## config.mk

```make
export PLATFORM = sky130hd
export DESIGN_NAME = dds_phase_acc
export DESIGN_NICKNAME = d
export VERILOG_FILES = /design/src/rtl/dds_phase_acc.sv
export SDC_FILE = /design/constraint.sdc
export NUM_CORES = 1
export LEC_CHECK = 0
export ABC_CLOCK_PERIOD_IN_PS = 6180
export CAP_MARGIN = 10
export CORE_MARGIN = 10
export CORE_UTILIZATION = 45
export DETAILED_ROUTE_END_ITERATION = 6
export DONT_BUFFER_PORTS = 1
export HOLD_SLACK_MARGIN = 0.02
export PLACE_DENSITY = 0.67
export SLEW_MARGIN = 20
export SYNTH_ARGS = -nofsm -noshare
export SYNTH_HDL_FRONTEND = slang
export SYNTH_SLANG_ARGS = --single-unit
```

## constraint.sdc

```tcl
create_clock -name CLK -period 6.18 [get_ports CLK]
set_clock_uncertainty 0.2 [all_clocks]
set_input_delay 0.927 -clock CLK [delete_from_list [all_inputs] [get_ports CLK]]
set_output_delay 0.927 -clock CLK [all_outputs]
set_load 0.02 [all_outputs]
```

## src/rtl/dds_phase_acc.sv

```systemverilog
// dds_phase_acc: DDS phase accumulator with glitch-free tuning-word update.
// Ports: CLK/RESET_N clock+async reset; ENABLE run/hold; SYNC phase clear;
//   FREQ_WORD/FREQ_VALID/FREQ_READY tuning-word handshake;
//   PHASE full phase, PHASE_TOP top OUT_W bits, WRAP carry pulse,
//   HALF msb 0->1 pulse.
module dds_phase_acc #(
  parameter int ACC_W          = 32,
  parameter int OUT_W          = 8,
  parameter bit UPDATE_AT_WRAP = 1'b1
) (
  input  logic             CLK,
  input  logic             RESET_N,
  input  logic             ENABLE,
  input  logic             SYNC,
  input  logic [ACC_W-1:0] FREQ_WORD,
  input  logic             FREQ_VALID,
  output logic             FREQ_READY,
  output logic [ACC_W-1:0] PHASE,
  output logic [OUT_W-1:0] PHASE_TOP,
  output logic             WRAP,
  output logic             HALF
);

  typedef enum logic [1:0] {
    ST_STOP = 2'd0,
    ST_RUN  = 2'd1,
    ST_PEND = 2'd2
  } state_t;

  logic [ACC_W-1:0] r_acc;
  logic [ACC_W-1:0] r_inc;
  logic [ACC_W-1:0] r_shadow;
  logic             r_pend;
  logic             r_ready;
  logic             r_wrap;
  logic             r_half;

  state_t           w_state;
  logic [ACC_W:0]   w_sum;
  logic             w_carry;
  logic             w_xfer;
  logic             w_apply;

  // State is a pure function of ENABLE and pend; no extra storage.
  always_comb begin
    w_state = ST_STOP;
    if (ENABLE) begin
      w_state = r_pend ? ST_PEND : ST_RUN;
    end
  end

  assign w_sum   = {1'b0, r_acc} + {1'b0, r_inc};
  assign w_carry = w_sum[ACC_W];

  // READY is !pend, so a transfer and an apply never coincide.
  assign w_xfer  = FREQ_VALID & r_ready;

  assign w_apply = r_pend & (SYNC
                           | (w_state == ST_STOP)
                           | !UPDATE_AT_WRAP
                           | w_carry);

  always_ff @(posedge CLK or negedge RESET_N) begin
    if (!RESET_N) begin
      r_acc    <= '0;
      r_inc    <= '0;
      r_shadow <= '0;
      r_pend   <= 1'b0;
      r_ready  <= 1'b1;
      r_wrap   <= 1'b0;
      r_half   <= 1'b0;
    end else begin
      if (SYNC) begin
        r_acc  <= '0;
        r_wrap <= 1'b0;
        r_half <= 1'b0;
      end else if (w_state != ST_STOP) begin
        r_acc  <= w_sum[ACC_W-1:0];
        r_wrap <= w_carry;
        r_half <= !r_acc[ACC_W-1]
                & w_sum[ACC_W-1]
                & !w_carry;
      end else begin
        r_wrap <= 1'b0;
        r_half <= 1'b0;
      end

      // The add above still used the old inc on an apply edge.
      if (w_xfer) begin
        r_shadow <= FREQ_WORD;
        r_pend   <= 1'b1;
        r_ready  <= 1'b0;
      end else if (w_apply) begin
        r_inc    <= r_shadow;
        r_pend   <= 1'b0;
        r_ready  <= 1'b1;
      end
    end
  end

  assign FREQ_READY = r_ready;
  assign PHASE      = r_acc;
  assign PHASE_TOP  = r_acc[ACC_W-1 -: OUT_W];
  assign WRAP       = r_wrap;
  assign HALF       = r_half;

endmodule

```

==> flow_summary.toml <==
[pwr]
comb_power_share_pct = 41.6
irDropWorstVdd_v = 0.000228
p_per_area_mw_per_mm2 = 556
leakagePower_nw = 2.71
clockPowerShare_pct = 16.4
p_total_mw = 3.18
p_sw_share_pct = 40.9
p_sw_mw = 1.30
seq_power_share_pct = 42.0
p_int_mw = 1.88

[die]
rows = 39
core_area_sq_mm = 0.0116
die_w_microns = 130
die_h_microns = 130
io_pins = 80
dieArea_sq_mm = 0.0168
start_util_pct = 46.6

[routing]
via_per_inst = 5.74
drc = 0
wire_per_inst_microns = 18.6
vias = 3514
drt_iter0_markers = 194
finalWirelength_microns = 11400
ant_nets = 0
firstDrtPassIters = 4

[timing]
slew_headroom_pct = 39.5
min_period_ns = 4.53
tightest_slew_ns = 0.906
grt_setup_unrepaired = "false"
tns_ns = 0
max_clock_freq_mhz = 221
timing.final.crit_share_pct = 73.3
finalSetupViolations = 0
final_max_slew_viol_count = 0
hold_viol_final = 0

[synthesis]
synth_top_area_share_pct = 45.8
syn-cell-area_sq_mm = 0.00541
synth_ff_type = "dfrtp_1"
yosysMostFrequentCell = "dfrtp_1"
synth_warnings = 0
synth_edf_count = 0
syn_avg_cell_area_sq_um = 11.4
yosysTopAreaCell = "dfrtp_1"
netlist_top_cells_count = "dfrtp_1 (99), nor2_1 (39), mux2_2 (34), ha_1 (32), mux2_1 (30)"
synth-seq-cells = 100
ys_types = 51
synth.net_count = 546
async_flop_share_pct = 100
yosysSeqAreaShare_pct = 46.3
netlist_instances = 476
synth.area.top_cells = "dfrtp_1 (46%), ha_1 (7.4%), mux2_2 (7.1%)"

[critical_path]
crit_end = "r_inc[18]$_DFFE_PN0P_"
startpoint_type = "register"
r2r-end = "r_inc[18]$_DFFE_PN0P_"
path_class = "register to register"
reg2regPathDepth = 12
cp.arrival_ns = 4.57
cp-end-kind = "register"
rrSetupSlack_ns = 1.65
reg2reg_from = "PHASE[0]$_DFFE_PN0P_"
cp_max_fo = 17
required_ns = 6.22
startpoint = "PHASE[0]$_DFFE_PN0P_"

[clock_tree]
cts_max_path_buffers = 2
ctsHoldBuffers = 0
cts-root-buf = "clkbuf_16"
clk_pin_slew_ns = 0.07
cts.sinks = 100
cts_resized = 0
htree_levels = 3
cts_made_buffers = 9
cts_setup_buffers = 0
clk_latency_ns = 0.36
cts_tree = "done"

[placement]
hpwl_microns = 8320
port_buffers = 0
place_congestion = 0.898

[finish]
fin_util_pct = 49.3
area_delta_synth_final_pct = 5.90
drive_gt1_share_pct = 11.5
diodes = 0
nNetsFinal = 535

[grt]
grt_pass1_vias = 3571
grtUsageTotal_pct = 14.3
antenna_found_initial = 0
globalRoute.totalOverflow = 0
grt_max_degree = 101
grt_pass1_wl_microns = 18800

[status]
outcome = "finished clean"

[hold_path]
hold_path.class = "input pin to asynchronous set/reset pin"

[flow_run]
maxCapViolations = 0
## registers in the layout, summed over array words and instances, names as in the netlist
signal      flops
r_shadow       32
r_inc          32
HALF            1
FREQ_READY      1
r_pend          1
PHASE          32
WRAP            1
## worst max-delay path, stage by stage, from the launching register on
cell and delay (ns):
dfrtp_1 0.48, ha_1 0.28, fa_1 0.41, a21o_1 0.21, a31oi_1 0.24, nor3b_1 0.11, o211ai_2 0.19, o21ai_1 0.16
a32o_1 0.27, o31a_1 0.30, o311ai_4 0.80, buf_4 0.40, mux2_1 0.35
## worst min path at each step
stage / from / endpoint / slack, ns / cells after the start
2_1_floorplan: r_shadow[10]$_DFFE_PN0P_ / r_inc[10]$_DFFE_PN0P_ / 0.25 / 1
3_3_place_gp: r_shadow[2]$_DFFE_PN0P_ / r_inc[2]$_DFFE_PN0P_ / 0.27 / 1
3_5_place_dp: r_shadow[7]$_DFFE_PN0P_ / r_inc[7]$_DFFE_PN0P_ / 0.27 / 1
4_1_cts: RESET_N / r_shadow[8]$_DFFE_PN0P_ / 0.04 / 0
5_1_grt: RESET_N / r_shadow[8]$_DFFE_PN0P_ / 0.04 / 0
6_report: RESET_N / r_shadow[8]$_DFFE_PN0P_ / 0.06 / 0
## power by group through the flow
stage               clock network (mW)  logic [mW]  registers [mW]
floorplan                            0        1.19            1.22
global placement                     0        1.27            1.35
detailed placement                   0        1.32            1.36
CTS                              0.539        1.33            1.35
global route                     0.567        1.49            1.38
finish                           0.523        1.32            1.34
## routing by layer
metal  track usage, %  vias up  wire length [microns]
li1                 -     1695                      -
met3             4.69       13                    685
met4             6.81        0                    193
met1             16.5     1754                   4920
met5                0        -                      0
met2             23.6       52                   5570
## through the flow
stage / worst slack [ns] / instance area (sq um) / cells / hold WS (ns)
6_report: 1.65 / 5730 / 612 / 0.0591
5_1_grt: 1.32 / 5730 / 612 / 0.0369
4_1_cts: 1.57 / 5730 / 612 / 0.0411
3_5_place_dp: 1.58 / 5460 / 597 / 0.269
3_3_place_gp: 1.72 / 5460 / 597 / 0.267
2_1_floorplan: 2.62 / 5410 / 476 / 0.252
## kinds of logic (layout without fill, tap and decap cells)
group           count (synthesis)  in the layout  synth area share (%)
flops                         100            100                  46.3
mux                            85             85                  17.2
simple gates                  104            104                  8.93
compound gates                101            101                  12.7
fa+ha+maj                      33             33                  7.78
buf+inv                        27             20                  2.87
xor+xnor                       26             26                  4.21
## area by class of cell
type / count / area [sq um]
clock buffer: 12 / 246
clock inverter: 3 / 22.5
fill: 1026 / 5890
inverter: 3 / 11.3
multi-input combinational: 349 / 2750
sequential: 100 / 2500
tap: 143 / 179
timing repair buffer: 2 / 15.0
## cell usage in the layout (no fill, tap or decap), drive strengths merged, types with 7 or more instances in the layout
cell	count
a21o	13
a21oi	24
clkbuf	12
dfrtp	99
ha	32
mux2	64
mux2i	21
nand2	26
nor2	39
nor2b	7
o21ai	23
xnor2	17
xor2	9
Power figures use the tool's default switching activity.
